<file path="config.mk">
export PLATFORM = sky130hd
export DESIGN_NAME = button_event_unit
export DESIGN_NICKNAME = d
export VERILOG_FILES = /design/src/rtl/peripherals_pkg.sv /design/src/rtl/button_debouncer.sv /design/src/rtl/button_event_unit.sv
export SDC_FILE = /design/constraint.sdc
export NUM_CORES = 1
export LEC_CHECK = 0
export CORE_ASPECT_RATIO = 1.25
export CORE_MARGIN = 4
export CORE_UTILIZATION = 63
export DETAILED_ROUTE_END_ITERATION = 10
export PLACE_DENSITY = 0.84
export SLEW_MARGIN = 20
export SYNTH_ARGS = -nofsm -noshare
export SYNTH_HDL_FRONTEND = slang
export SYNTH_HIERARCHICAL = 1
export SYNTH_SLANG_ARGS = --single-unit
</file>
<file path="constraint.sdc">
create_clock -name clock_100mhz -period 4 [get_ports clock_100mhz]
set_input_delay 0.8 -clock clock_100mhz [delete_from_list [all_inputs] [get_ports clock_100mhz]]
set_output_delay 0.8 -clock clock_100mhz [all_outputs]
set_load 0.005 [all_outputs]
</file>
<file path="src/rtl/peripherals_pkg.sv">
// Shared peripheral types: button indices, the raw button vector and the
// event code pushed into the button event FIFO.
package peripherals;

   localparam int NUM_BUTTONS = 5;
   localparam int BTN_LEFT    = 0;
   localparam int BTN_RIGHT   = 1;
   localparam int BTN_UP      = 2;
   localparam int BTN_DOWN    = 3;
   localparam int BTN_CENTER  = 4;

   // One press and one release pending slot per button, keyed index*2 + release.
   localparam int NUM_PENDING = 2 * NUM_BUTTONS;

   typedef logic [NUM_BUTTONS-1:0] buttons_t;

   typedef struct packed {
      logic       is_release;
      logic [2:0] index;
   } input_event_t;

   function automatic input_event_t pending_to_event(input int unsigned slot);
      input_event_t ev;
      ev.is_release = slot[0];
      ev.index      = 3'(slot >> 1);
      return ev;
   endfunction

endpackage

</file>
<file path="src/rtl/button_debouncer.sv">
// Single-button conditioner: two-flop synchroniser, stability counter and
// accepted level, with a one-cycle toggle strobe aligned to the level change.
module button_debouncer
   import peripherals::*;
#(
   parameter int DEBOUNCE_CYCLES = 1_000_000
)(
   input  logic clock_100mhz,
   input  logic reset,
   input  logic button_raw,
   output logic level,
   output logic toggle
);

   localparam int              CNT_W    = $clog2(DEBOUNCE_CYCLES);
   localparam logic [CNT_W-1:0] CNT_LAST = CNT_W'(DEBOUNCE_CYCLES - 1);

   logic             sync_1;
   logic             sync_2;
   logic [CNT_W-1:0] count;

   // Combinational so the caller can capture the edge on the same clock as the level flips.
   assign toggle = (sync_2 != level) && (count == CNT_LAST);

   always_ff @(posedge clock_100mhz) begin
      if (!reset) begin
         sync_1 <= 1'b0;
         sync_2 <= 1'b0;
         count  <= '0;
         level  <= 1'b0;
      end else begin
         sync_1 <= button_raw;
         sync_2 <= sync_1;
         if ((sync_2 == level) || toggle) begin
            count <= '0;
         end else begin
            count <= count + 1'b1;
         end
         if (toggle) begin
            level <= ~level;
         end
      end
   end

endmodule

</file>
<file path="src/rtl/button_event_unit.sv">
// Synchronises switches, debounces buttons and queues press/release events
// for the CPU in a small FIFO with a valid/ack pop interface.
module button_event_unit
   import peripherals::*;
#(
   parameter int DEBOUNCE_CYCLES = 1_000_000,
   parameter int FIFO_DEPTH      = 4
)(
   input  logic         clock_100mhz,
   input  logic         reset,
   input  buttons_t     buttons,
   input  logic [15:0]  switches,
   output logic [15:0]  switches_sync,
   output buttons_t     buttons_level,
   output logic         event_valid,
   output input_event_t event_code,
   input  logic         event_ack,
   output logic         overflow,
   input  logic         clear_overflow
);

   localparam int               PTR_W      = $clog2(FIFO_DEPTH);
   localparam logic [PTR_W:0]   FULL_COUNT = (PTR_W+1)'(FIFO_DEPTH);

   logic [15:0]            switches_meta;
   buttons_t               toggles;
   logic [NUM_PENDING-1:0] pending;
   logic [NUM_PENDING-1:0] set_mask;
   logic [NUM_PENDING-1:0] push_mask;
   logic [NUM_PENDING-1:0] lost_mask;
   logic [3:0]             push_slot;
   logic                   push_any;
   logic                   push_en;
   logic                   pop;
   logic                   fifo_full;
   logic [PTR_W-1:0]       wr_ptr;
   logic [PTR_W-1:0]       rd_ptr;
   logic [PTR_W:0]         count;
   input_event_t           fifo_mem [FIFO_DEPTH];

   always_ff @(posedge clock_100mhz) begin
      if (!reset) begin
         switches_meta <= '0;
         switches_sync <= '0;
      end else begin
         switches_meta <= switches;
         switches_sync <= switches_meta;
      end
   end

   for (genvar i = 0; i < NUM_BUTTONS; i++) begin : g_btn
      button_debouncer #(
         .DEBOUNCE_CYCLES (DEBOUNCE_CYCLES)
      ) u_debouncer (
         .clock_100mhz (clock_100mhz),
         .reset        (reset),
         .button_raw   (buttons[i]),
         .level        (buttons_level[i]),
         .toggle       (toggles[i])
      );
      assign set_mask[2*i]   = toggles[i] & ~buttons_level[i];
      assign set_mask[2*i+1] = toggles[i] &  buttons_level[i];
   end

   // Handshake: event_code is the FIFO head whenever event_valid is high and
   // holds until popped; an edge with event_ack and event_valid both high pops
   // it. event_ack while event_valid is low has no effect.
   assign pop       = event_ack && event_valid;
   assign fifo_full = (count == FULL_COUNT);
   assign push_en   = push_any && (!fifo_full || pop);

   always_comb begin
      push_any  = 1'b0;
      push_slot = '0;
      for (int i = NUM_PENDING - 1; i >= 0; i--) begin
         if (pending[i]) begin
            push_any  = 1'b1;
            push_slot = 4'(i);
         end
      end
      push_mask = push_en ? (NUM_PENDING'(1) << push_slot) : '0;
   end

   // A slot being drained this cycle can take a new event without loss.
   assign lost_mask = set_mask & pending & ~push_mask;

   always_ff @(posedge clock_100mhz) begin
      if (!reset) begin
         pending  <= '0;
         overflow <= 1'b0;
         wr_ptr   <= '0;
         rd_ptr   <= '0;
         count    <= '0;
      end else begin
         pending <= (pending & ~push_mask) | set_mask;
         if (|lost_mask) begin
            overflow <= 1'b1;
         end else if (clear_overflow) begin
            overflow <= 1'b0;
         end
         if (push_en) begin
            wr_ptr <= wr_ptr + 1'b1;
         end
         if (pop) begin
            rd_ptr <= rd_ptr + 1'b1;
         end
         if (push_en && !pop) begin
            count <= count + 1'b1;
         end else if (pop && !push_en) begin
            count <= count - 1'b1;
         end
      end
   end

   always_ff @(posedge clock_100mhz) begin
      if (push_en) begin
         fifo_mem[wr_ptr] <= pending_to_event(32'(push_slot));
      end
   end

   assign event_valid = (count != '0);
   assign event_code  = event_valid ? fifo_mem[rd_ptr] : '0;

endmodule

</file>
Yosys cells after proc, flatten, opt, wreduce, memory -nomap -nowiden
Memories as Yosys holds them, arrays and structs flattened. A register that Yosys moved wholly into a read port is not among the register bits.
Index checks and enable logic that the tools add are counted.
Word-level totals
  flip-flop bits (word level): 165
  bits in writable memories: 16
  bits of input ports: 25
  output and inout port bits: 27
  logic and storage cells: 132
  memories: 1
Memories
  fifo_mem: words 4, width 4, read ports 1, clocked after Yosys merged registers in 1, wr ports 1, line button_event_unit.sv:39  | input_event_t fifo_mem [FIFO_DEPTH];
Operators by class
  $add $sub $neg: 9
  equality and inequality tests: 16
  shifts and indexed selects: 1
  multiplexer cells: 30
  bitwise gates (word level): 21
  reductions and logical operators: 27
Operators by type and width (number)
  20-bit by 1-bit adder with 20-bit output (second input constant): 5
  20-bit equality test (second input constant): 5
  4-bit 2-to-1 mux: 11
  10-bit bitwise AND: 3
  1-bit 2-to-1 mux: 14
  1-bit bitwise AND: 10
  10-bit 2-to-1 mux: 1
  10-bit inverter: 1
  10-bit bitwise OR: 1
  10-bit OR reduction: 1
  2-bit OR reduction: 5
  1-bit by 4-bit left shift with 10-bit output (first input constant): 1
  1-bit logical AND: 9
  1-bit logical OR: 6
  3-bit 2-to-1 mux: 2
  1-bit inverter: 6
  1-bit equality test: 5
  1-bit inequality test: 5
  2-bit by 1-bit adder with 2-bit output (second input constant): 2
  2-bit 2-to-1 mux: 2
  2-bit nonzero test: 2
  3-bit by 1-bit adder with 3-bit output (second input constant): 1
  3-bit equality test (second input constant): 1
  1-bit zero test: 3
  2 further kinds: 2

Longest topological paths before layout
Gate-level depths: netlist of run 1.
  depth after elaboration: 16
  depth in mapped cells: 9
  gate-level depth less buffers: 8

Cells and area by module
Netlist of run 1, hierarchy kept.
By module, submodules not included
  button_debouncer: times used 5, cells each 118, area each 1076.0 um2, sequential area each 460.4 um2
  button_event_unit: times used 1, cells each 216, area each 2501.1 um2, sequential area each 1521.5 um2

Worst setup path before layout of run 1
No wires, ideal clock.
  kind: in2reg
  start point: in event_ack
  end point: reg, netlist name count[2]
  library setup time: 0.072 ns
  arrival time: 2.455 ns
  required time: 3.928 ns
  path slack: 1.473 ns
  stages: 8
  path buffers: 0
  cells stage by stage: nor4b_4 a31oi_1 ha_1 inv_1 fa_1 xor2_1 or3_1 a21oi_1
RTL lines
  from (decl): line button_event_unit.sv:17  | input logic event_ack,

==> results of run 1 <==
cells in the mapped netlist (6+ instances only):
master    instances  area share (%)
a21oi_1          17             1.1
and2_1           50             4.0
dfxtp_1         167              42
edfxtp_1         16             6.1
ha_1             10             1.6
inv_1            21             1.0
mux2i_1          16             2.0
nand2_1          67             3.2
nand2b_1          6            0.48
nand3_1          22             1.4
nand4_1          26             2.1
nor2_1          119             5.7
nor2b_1           6            0.48
nor3_1           25             1.6
nor4_1           27             2.1
o21ai_0          13            0.83
or2_1            10            0.79
or3_1             8            0.64
or4_4             6            0.86
xnor2_1          61             6.8
xor2_1           19             2.1
cell type report:
type / instances / area share (%)
multi-input cells: 586 / 42.8
flip-flops and latches: 183 / 42.0
repair buffers: 51 / 5.55
clock buffers: 18 / 4.95
well taps: 164 / 2.25
clock inverters: 14 / 1.53
inverters: 22 / 0.907
routing by layer:
metal	up-vias	part of all wire, %
met5	-	0
met4	0	2.2
met3	29	4.9
met2	137	52
met1	2742	41
li1	2904	-
per-stage QoR:
| stage | cell area (um^2) | hold WS, ns | worst slack (ns) | cells | utilization [%] |
|---|---|---|---|---|---|
| finish | 9100 | 0.435 | 1.09 | 1038 | 74.5 |
| global route | 9100 | 0.459 | 0.991 | 1038 | 74.5 |
| CTS | 9100 | 0.440 | 1.09 | 1038 | 74.5 |
| detailed placement | 8510 | 0.424 | 0.647 | 1006 | 69.7 |
| global placement | 8510 | 0.414 | 0.766 | 1006 | 69.7 |
| floorplan | 7880 | 0.412 | 1.47 | 806 | - |
path summary, 6_finish.rpt:
| kind | endpoint | slack [ns] | depth (start not counted) |
|---|---|---|---|
| min | switches_sync[14] | 0.44 | 1 |
| min reg2reg | switches_sync[14] | 0.44 | 1 |
| max | count[2] | 1.09 | 9 |
| max reg2reg | count[2] | 1.50 | 8 |
state kept, by name, indices dropped and copies added, names as in the netlist, named ones only:
register / count
g_btn.u_debouncer/sync_2: 5
overflow: 1
g_btn.u_debouncer/count: 100
rd_ptr: 2
switches_sync: 16
g_btn.u_debouncer/sync_1: 5
switches_meta: 16
g_btn.u_debouncer/level: 5
fifo_mem: 16
count: 3
wr_ptr: 2
pending: 10
power groups by stage:
stage | combinational [W] | sequential, W | clock (W)
global placement | 0.000284 | 0.00196 | 0
global route | 0.000322 | 0.00194 | 0.00174
CTS | 0.000298 | 0.00193 | 0.00166
detailed placement | 0.000295 | 0.00197 | 0
floorplan | 0.000169 | 0.00196 | 0
finish | 0.000293 | 0.00193 | 0.00163
worst max-delay path, cell delays in order:
cell and delay, ns:
clkdlybuf4s50_1 0.55, nor4b_4 0.09, a31oi_1 0.47, ha_1 0.29, inv_1 0.06, fa_1 0.37, xor2_1 0.16, or3_1 0.32
a21oi_1 0.14
kinds of logic after synthesis:
kind of cell	Yosys count
simple gates	415
flops	183
xor+xnor	80
compound gates	60
buf+inv	37
mux	20
fa+ha+maj	11
==> results_dict.tcl, run 1 <==
set metrics [dict create \
    place.gp.congestion 0.858 \
    cts_setup_buffers 0 \
    synth_ff_type "dfxtp_1" \
    track_usage_pct 21.8 \
    crit_path_end_kind "flip-flop" \
    htreeDepth 4 \
    fillers 840 \
    areaGrowthSynthToFinish_pct 15.5 \
    post_drt_wl_per_cell_um 14.3 \
    crit_arrival_ns 3.26 \
    postRouteAntennaNets 0 \
    die_y_um 133 \
    tightest_slew_ns 0.768 \
    drt_iter0_drc 393 \
    p_per_area_mw_per_mm2 423 \
    first_global_vias 5894 \
    hp-start "switches_meta[14]" \
    maxSlewHeadroom_pct 48.8 \
    initial_core_util_pct 64.5 \
    synth_area_mm2 0.00788 \
    cp-start-kind "primary input" \
    root_buffer "clkbuf_16" \
    coreArea_mm2 0.0122 \
    antenna_found_initial 0 \
    fin_skew_ns 0.00680 \
    outcome "completed" \
    ys_seq_area_share_pct 48.5 \
    grt_pass1_wl_mm 25.7 \
    synth-seq-cells 183 \
    num_vias 5812 \
    sequentialPowerShare_pct 50.1 \
    cts_tree "done" \
    hold_viol_final 0 \
    grt_util_met2_pct 37.9 \
    p_sw_share_pct 22.9 \
    internal_power_w 0.00297 \
    clock_sinks 183 \
    io_buffers 51 \
    syn_nets 842 \
    layout_common_cells "167 x dfxtp_1, 119 x nor2_1, 67 x nand2_1" \
    cts_resized 0 \
    cp_max_fo 8 \
    rsz0062_at_grt "no" \
    synth_fa_ha_area_share_pct 1.84 \
    setup_tns_ns 0 \
    finalCriticalPeriod_ns 2.91 \
    grt_overflow 0 \
    synth_simple_gate_area_share_pct 29.7 \
    fmax_mhz 343 \
    ios 52 \
    multiInputGateArea_mm2 0.00389 \
    ir_worst_vdd_mv 0.350 \
    cellLeakagePower_nw 2.88 \
    final_common_cell "dfxtp_1" \
    synthXorXnorAreaFrac_pct 8.89 \
    nets 897 \
    avgSynthCellArea_um2 9.78 \
    register_area_mm2 0.00382 \
    die_w_um 108 \
    cts.hold.buffers_added 0 \
    p_clk_share_pct 42.3 \
    drv_cap 0 \
    ys_warn_count 6 \
    grt_max_degree 59 \
    synth-edff-count 16 \
    slew_violations 0 \
    cp.required_ns 4.34 \
    hold_class "reg -> reg" \
    power_frac_comb_pct 7.6 \
    top_usage_layer "met2" \
    grtUsageMet1_pct 24.1 \
    drt_pass1_iterations 6 \
    clk_latency_ns 0.43 \
    antenna_cells 0 \
    row_count 45 \
    cts.clk_slew.worst_paths_ns 0.07 \
    path_class "in -> reg" \
    synthMuxAreaShare_pct 3.18 \
    dpl.hpwl_mm 10.6 \
    wirelength_mm 14.8 \
    synthArstFlopShare_pct 0 \
    switching_power_w 0.000881 \
    setup_viol 0 \
    synth_cell_types 52 \
    die_area_mm2 0.0144 \
    syn_inst 806 \
    startpoint "event_ack" \
    use_met3_pct 5.71 \
    clk_path_buf_depth 2 \
    finalCritPeriodShare_pct 72.9 \
    r2r-start "pending[4]" \
    cts_buffers 17 \
    drive_gt1_share_pct 9.95 \
    synth_compound_area_share_pct 5.76 \
    synth_top_family_by_area "simple AND/OR/NAND/NOR gates" \
    drc 0 \
    total_power_w 0.00385 \
    viasPerCell 5.60 \
]
Power figures use the tool's default switching activity.
==> run 2, diff against run 1 <==
--- a/config.mk
+++ b/config.mk
@@ -7,9 +7,9 @@
 export LEC_CHECK = 0
 export CORE_ASPECT_RATIO = 1.25
 export CORE_MARGIN = 4
-export CORE_UTILIZATION = 63
+export CORE_UTILIZATION = 59
 export DETAILED_ROUTE_END_ITERATION = 10
-export PLACE_DENSITY = 0.84
+export PLACE_DENSITY = 0.8
 export SLEW_MARGIN = 20
 export SYNTH_ARGS = -nofsm -noshare
 export SYNTH_HDL_FRONTEND = slang
==> constraint.sdc (replaced) <==
create_clock -name clock_100mhz -period 2.92 [get_ports clock_100mhz]
set_input_delay 0.584 -clock clock_100mhz [delete_from_list [all_inputs] [get_ports clock_100mhz]]
set_output_delay 0.584 -clock clock_100mhz [all_outputs]
set_load 0.005 [all_outputs]
==> run 2 against run 1 <==
Effect of this change:
- via count increased by 0.46%
- final cell count increased by 0.87%
- clock power increased by 53%
- combinational power increased by 41%
- first-iteration DRC count decreased by 26%
- die area increased by 6.3%
- routed wire length increased by 0.99%
- critical path depth decreased by 6
- clock skew about the same
- critical path type is now reg -> out
==> results_dict.tcl, run 2 (synthesized netlist as in run 1, its figures left out) <==
set metrics [dict create \
    clk_latency_ns 0.43 \
    cp_max_fo 4 \
    grt_pass1_wl_mm 25.6 \
    r2r_cells 8 \
    path_class "reg -> out" \
    track_usage_pct 20.3 \
    drv_cap 0 \
    critPathTopFamily "multiplexers" \
    first_global_vias 5768 \
    tightest_slew_ns 0.547 \
    hold_class "reg -> reg" \
    post-route-util_pct 71.5 \
    wirelength_mm 15.0 \
    rsz0062_at_grt "no" \
    post_drt_wl_per_cell_um 14.3 \
    crit_path_end_kind "primary output" \
    place.gp.congestion 0.834 \
    cts.hold.buffers_added 0 \
    final_common_cell "dfxtp_1" \
    cellLeakagePower_nw 2.94 \
    die_y_um 137 \
    finalCritPeriodShare_pct 89.8 \
    num_vias 5839 \
    initial_core_util_pct 61.1 \
    antenna_found_initial 0 \
    postRouteAntennaNets 0 \
    crit_path_max_incr_delay_ns 0.53 \
    r2r-end "count[2]" \
    maxSlewHeadroom_pct 63.2 \
    total_power_w 0.00555 \
    fin_skew_ns 0.00704 \
    layout_common_cells "167 x dfxtp_1, 119 x nor2_1, 67 x nand2_1" \
    crit_path_cell_trace "mux4_2 -> and2_1 -> clkdlybuf4s50_1" \
    finalCriticalPeriod_ns 2.62 \
    cts.clk_slew.worst_paths_ns 0.06 \
    io_buffers 51 \
    nets 902 \
    outcome "completed" \
    setup_viol 0 \
    drc 0 \
    slew_violations 0 \
    die_w_um 111 \
    r2r-start "count[0]" \
    grt_overflow 0 \
    reg2reg_setup_slack_ns 0.58 \
    fmax_mhz 381 \
    drt_iter0_drc 292 \
    grt_max_degree 39 \
    root_buffer "clkbuf_16" \
    regMostFlops "g_btn.u_debouncer/count" \
    cts_resized 0 \
    stdcell_count 1047 \
    setup_tns_ns 0 \
    cts_tree "done" \
    largest_reg_flops 100 \
    place_inst 1015 \
    viasPerCell 5.58 \
    p_per_area_mw_per_mm2 603 \
    antenna_cells 0 \
    cp-endpoint "event_code[2]" \
    dpl.hpwl_mm 10.6 \
    row_count 46 \
    cp-start-kind "flip-flop" \
    crit_buf_inv 1 \
    drt_pass1_iterations 5 \
    htreeDepth 4 \
    areaGrowthSynthToFinish_pct 16.9 \
    clock_sinks 183 \
    ir_worst_vdd_mv 0.370 \
    slowest_stage "mux4_2" \
    clk_path_buf_depth 2 \
    cp.required_ns 2.34 \
    crit_arrival_ns 2.04 \
    cts_setup_buffers 0 \
    hold_viol_final 0 \
    drive_gt1_share_pct 10.1 \
    path_depth 3 \
    die_area_mm2 0.0153 \
    coreArea_mm2 0.0129 \
    ios 52 \
    cts_buffers 17 \
]
-- run 2: cell types whose count changed in the layout (fill, tap and decap cells not counted) --
cell        before  now
inv_8            1    0
clkbuf_1         0    3
clkbuf_16       18   19
clkbuf_8         0    1
clkinvlp_4       3    1
inv_6            4    2
bufinv_16        1    4
buf_4            0    5
clkinv_4         4    1
-- run 2: power breakdown --
part           internal, W  switching, W  total, W
registers          0.00259     0.0000528   0.00264
clock network      0.00156      0.000936   0.00250
logic             0.000240      0.000172  0.000412
-- run 2: worst min path at each step --
stage / start / to / slack, ns / cells after the start
6_report: switches_meta[9] / switches_sync[9] / 0.44 / 1
5_1_grt: switches_meta[10] / switches_sync[10] / 0.44 / 1
4_1_cts: switches_meta[10] / switches_sync[10] / 0.44 / 1
3_5_place_dp: g_btn[1].u_debouncer/sync_1 / g_btn[1].u_debouncer/sync_2 / 0.42 / 1
3_3_place_gp: switches_meta[4] / switches_sync[4] / 0.41 / 1
2_1_floorplan: g_btn[0].u_debouncer/sync_1 / g_btn[0].u_debouncer/sync_2 / 0.41 / 1
-- run 2: final cells by class --
class / instances / area [um^2]
multi-input cells: 586 / 3890
flip-flops and latches: 183 / 3820
fillers: 978 / 3680
repair buffers: 56 / 543
clock buffers: 23 / 500
well taps: 168 / 210
clock inverters: 9 / 159
inverters: 22 / 82.6
-- run 2: through the flow --
| stage | setup WS, ns | hold WS, ns | area (um^2) |
|---|---|---|---|
| final | 0.298 | 0.436 | 9210 |
| after global routing | 0.206 | 0.444 | 9210 |
| after CTS | 0.256 | 0.439 | 9210 |
| after detailed placement | 0.140 | 0.423 | 8550 |
| after global placement | 0.257 | 0.415 | 8550 |
| after floorplan | 0.609 | 0.412 | 7880 |
-- run 2: per-layer routing --
layer  track usage [%]  routed length, um  up-vias
met4              8.72                291        0
li1                  -                  -     2913
met3              4.75                527       25
met1              22.6               6220     2789
met5                 0                  0        -
met2              37.2               7920      112
==> run 3, diff against run 2 <==
--- a/config.mk
+++ b/config.mk
@@ -5,11 +5,11 @@
 export SDC_FILE = /design/constraint.sdc
 export NUM_CORES = 1
 export LEC_CHECK = 0
-export CORE_ASPECT_RATIO = 1.25
+export CORE_ASPECT_RATIO = 1.2
 export CORE_MARGIN = 4
-export CORE_UTILIZATION = 59
+export CORE_UTILIZATION = 58
 export DETAILED_ROUTE_END_ITERATION = 10
-export PLACE_DENSITY = 0.8
+export PLACE_DENSITY = 0.78
 export SLEW_MARGIN = 20
 export SYNTH_ARGS = -nofsm -noshare
 export SYNTH_HDL_FRONTEND = slang
==> run 3 against run 2 <==
Effect of this change:
- register-to-register slack lost 0.06 ns
- combinational power is essentially flat
- sequential cell count is the same
- count of clock-buffer cells in the layout shrank 5
- cell area shrank 0.75%
- routed wire length shrank 2.6%
- largest cell class unchanged
- via count shrank 0.69%
- final cell count is the same
==> results_dict.tcl, run 3 (synthesized netlist as in run 1, its figures left out) <==
set metrics [dict create \
    ios 52 \
    post-route-util_pct 68.8 \
    clock_sinks 183 \
    io_buffers 51 \
    layout_common_cells "167 x dfxtp_1, 119 x nor2_1, 67 x nand2_1" \
    die_area_mm2 0.0155 \
    tightest_slew_ns 0.588 \
    hold_viol_final 0 \
    cellLeakagePower_nw 2.90 \
    cts_tree "done" \
    clk_latency_ns 0.43 \
    wirelength_mm 14.6 \
    drt_pass1_iterations 5 \
    slowest_stage "mux4_2" \
    drt_iter0_drc 316 \
    cp-start-kind "flip-flop" \
    coreArea_mm2 0.0133 \
    grt_overflow 0 \
    outcome "completed" \
    worst_hold_slack_ns 0.435 \
    grt_pass1_wl_mm 25.5 \
    num_vias 5799 \
    p_per_area_mw_per_mm2 583 \
    rsz0062_at_grt "no" \
    maxSlewHeadroom_pct 60.4 \
    post_drt_wl_per_cell_um 13.9 \
    place_inst 1015 \
    drv_cap 0 \
    final_common_cell "dfxtp_1" \
    row_count 46 \
    crit_buf_inv 1 \
    die_w_um 114 \
    fmax_mhz 386 \
    finalCritPeriodShare_pct 88.8 \
    antenna_found_initial 0 \
    total_power_w 0.00533 \
    htreeDepth 4 \
    first_global_vias 5771 \
    dpl.hpwl_mm 10.6 \
    critPathTopFamily "multiplexers" \
    crit_path_cell_trace "mux4_2 -> and2_1 -> clkdlybuf4s50_1" \
    hold_depth 1 \
    drive_gt1_share_pct 10.4 \
    root_buffer "clkbuf_16" \
    nets 902 \
    regMostFlops "g_btn.u_debouncer/count" \
    cts_setup_buffers 0 \
    cp_max_fo 4 \
    antenna_cells 0 \
    grt_max_degree 36 \
    drc 0 \
    slew_violations 0 \
    path_depth 3 \
    clk_path_buf_depth 2 \
    stdcell_count 1047 \
    die_y_um 136 \
    cp.required_ns 2.34 \
    fillers 987 \
    place.gp.congestion 0.839 \
    crit_path_end_kind "primary output" \
    setup_viol 0 \
    finalCriticalPeriod_ns 2.59 \
    cts.hold.buffers_added 0 \
    setup_tns_ns 0 \
    r2r_cells 8 \
    ir_worst_vdd_mv 0.452 \
    path_class "reg -> out" \
    track_usage_pct 20.0 \
    largest_reg_flops 100 \
    crit_path_max_incr_delay_ns 0.53 \
    crit_arrival_ns 2.01 \
    postRouteAntennaNets 0 \
    cts_buffers 17 \
    viasPerCell 5.54 \
    initial_core_util_pct 59.3 \
    fin_skew_ns 0.00763 \
    hold_class "reg -> reg" \
    cts_resized 0 \
    cts.clk_slew.worst_paths_ns 0.06 \
    areaGrowthSynthToFinish_pct 16.0 \
]
[run 3: cell count changes in the layout (fill, tap and decap cells not counted), moves of 2 or more]
cell,previous run,this run
bufinv_16,4,2
clkbuf_1,3,1
clkbuf_16,19,17
clkinvlp_4,1,3
inv_6,2,7
[run 3: final timing paths]
kind | start | endpoint | slack [ns]
worst min-delay path | g_btn[3].u_debouncer/sync_1 | g_btn[3].u_debouncer/sync_2 | 0.43
worst min register to register | g_btn[3].u_debouncer/sync_1 | g_btn[3].u_debouncer/sync_2 | 0.43
worst max register to register | count[0] | count[2] | 0.52
worst max-delay path | flip-flop | event_code[3] | 0.33
[run 3: worst register-to-register path: cells and delay by family (launching register included)]
kind | cells | cell delay [ns]
compound gates | 1 | 0.16
xor+xnor | 1 | 0.17
fa+ha+maj | 2 | 0.56
buf+inv | 1 | 0.06
flops | 1 | 0.38
simple gates | 3 | 0.99
[run 3: metrics by stage]
stage | setup WS, ns | cell area, um^2
final | 0.327 | 9140
after global routing | 0.222 | 9140
after CTS | 0.271 | 9140
after detailed placement | 0.112 | 8550
after global placement | 0.257 | 8550
after floorplan | 0.609 | 7880
[run 3: layout make-up]
class | count | area [um^2] | share of cell area [%]
Multi-Input combinational cell | 586 | 3890 | 42.6
Sequential cell | 183 | 3820 | 41.8
Timing Repair Buffer | 56 | 543 | 5.94
Clock buffer | 18 | 429 | 4.69
Tap cell | 168 | 210 | 2.30
Clock inverter | 14 | 161 | 1.77
Inverter | 22 | 82.6 | 0.903
[run 3: per-layer routing]
metal	vias up	GRT usage, %	share of wire, %
met5	-	0	0
met2	100	35.4	52
met3	16	5.45	3.8
met1	2757	22.6	43
met4	0	7.85	1.7
li1	2926	-	-
[run 3: report_power, final]
part / leakage (nW) / internal (W) / switching [W] / total, W
logic: 1.11 / 0.000240 / 0.000175 / 0.000415
clock network: 0.279 / 0.00128 / 0.000989 / 0.00227
registers: 1.51 / 0.00259 / 0.0000560 / 0.00264
total: 2.90 / 0.00411 / 0.00122 / 0.00533
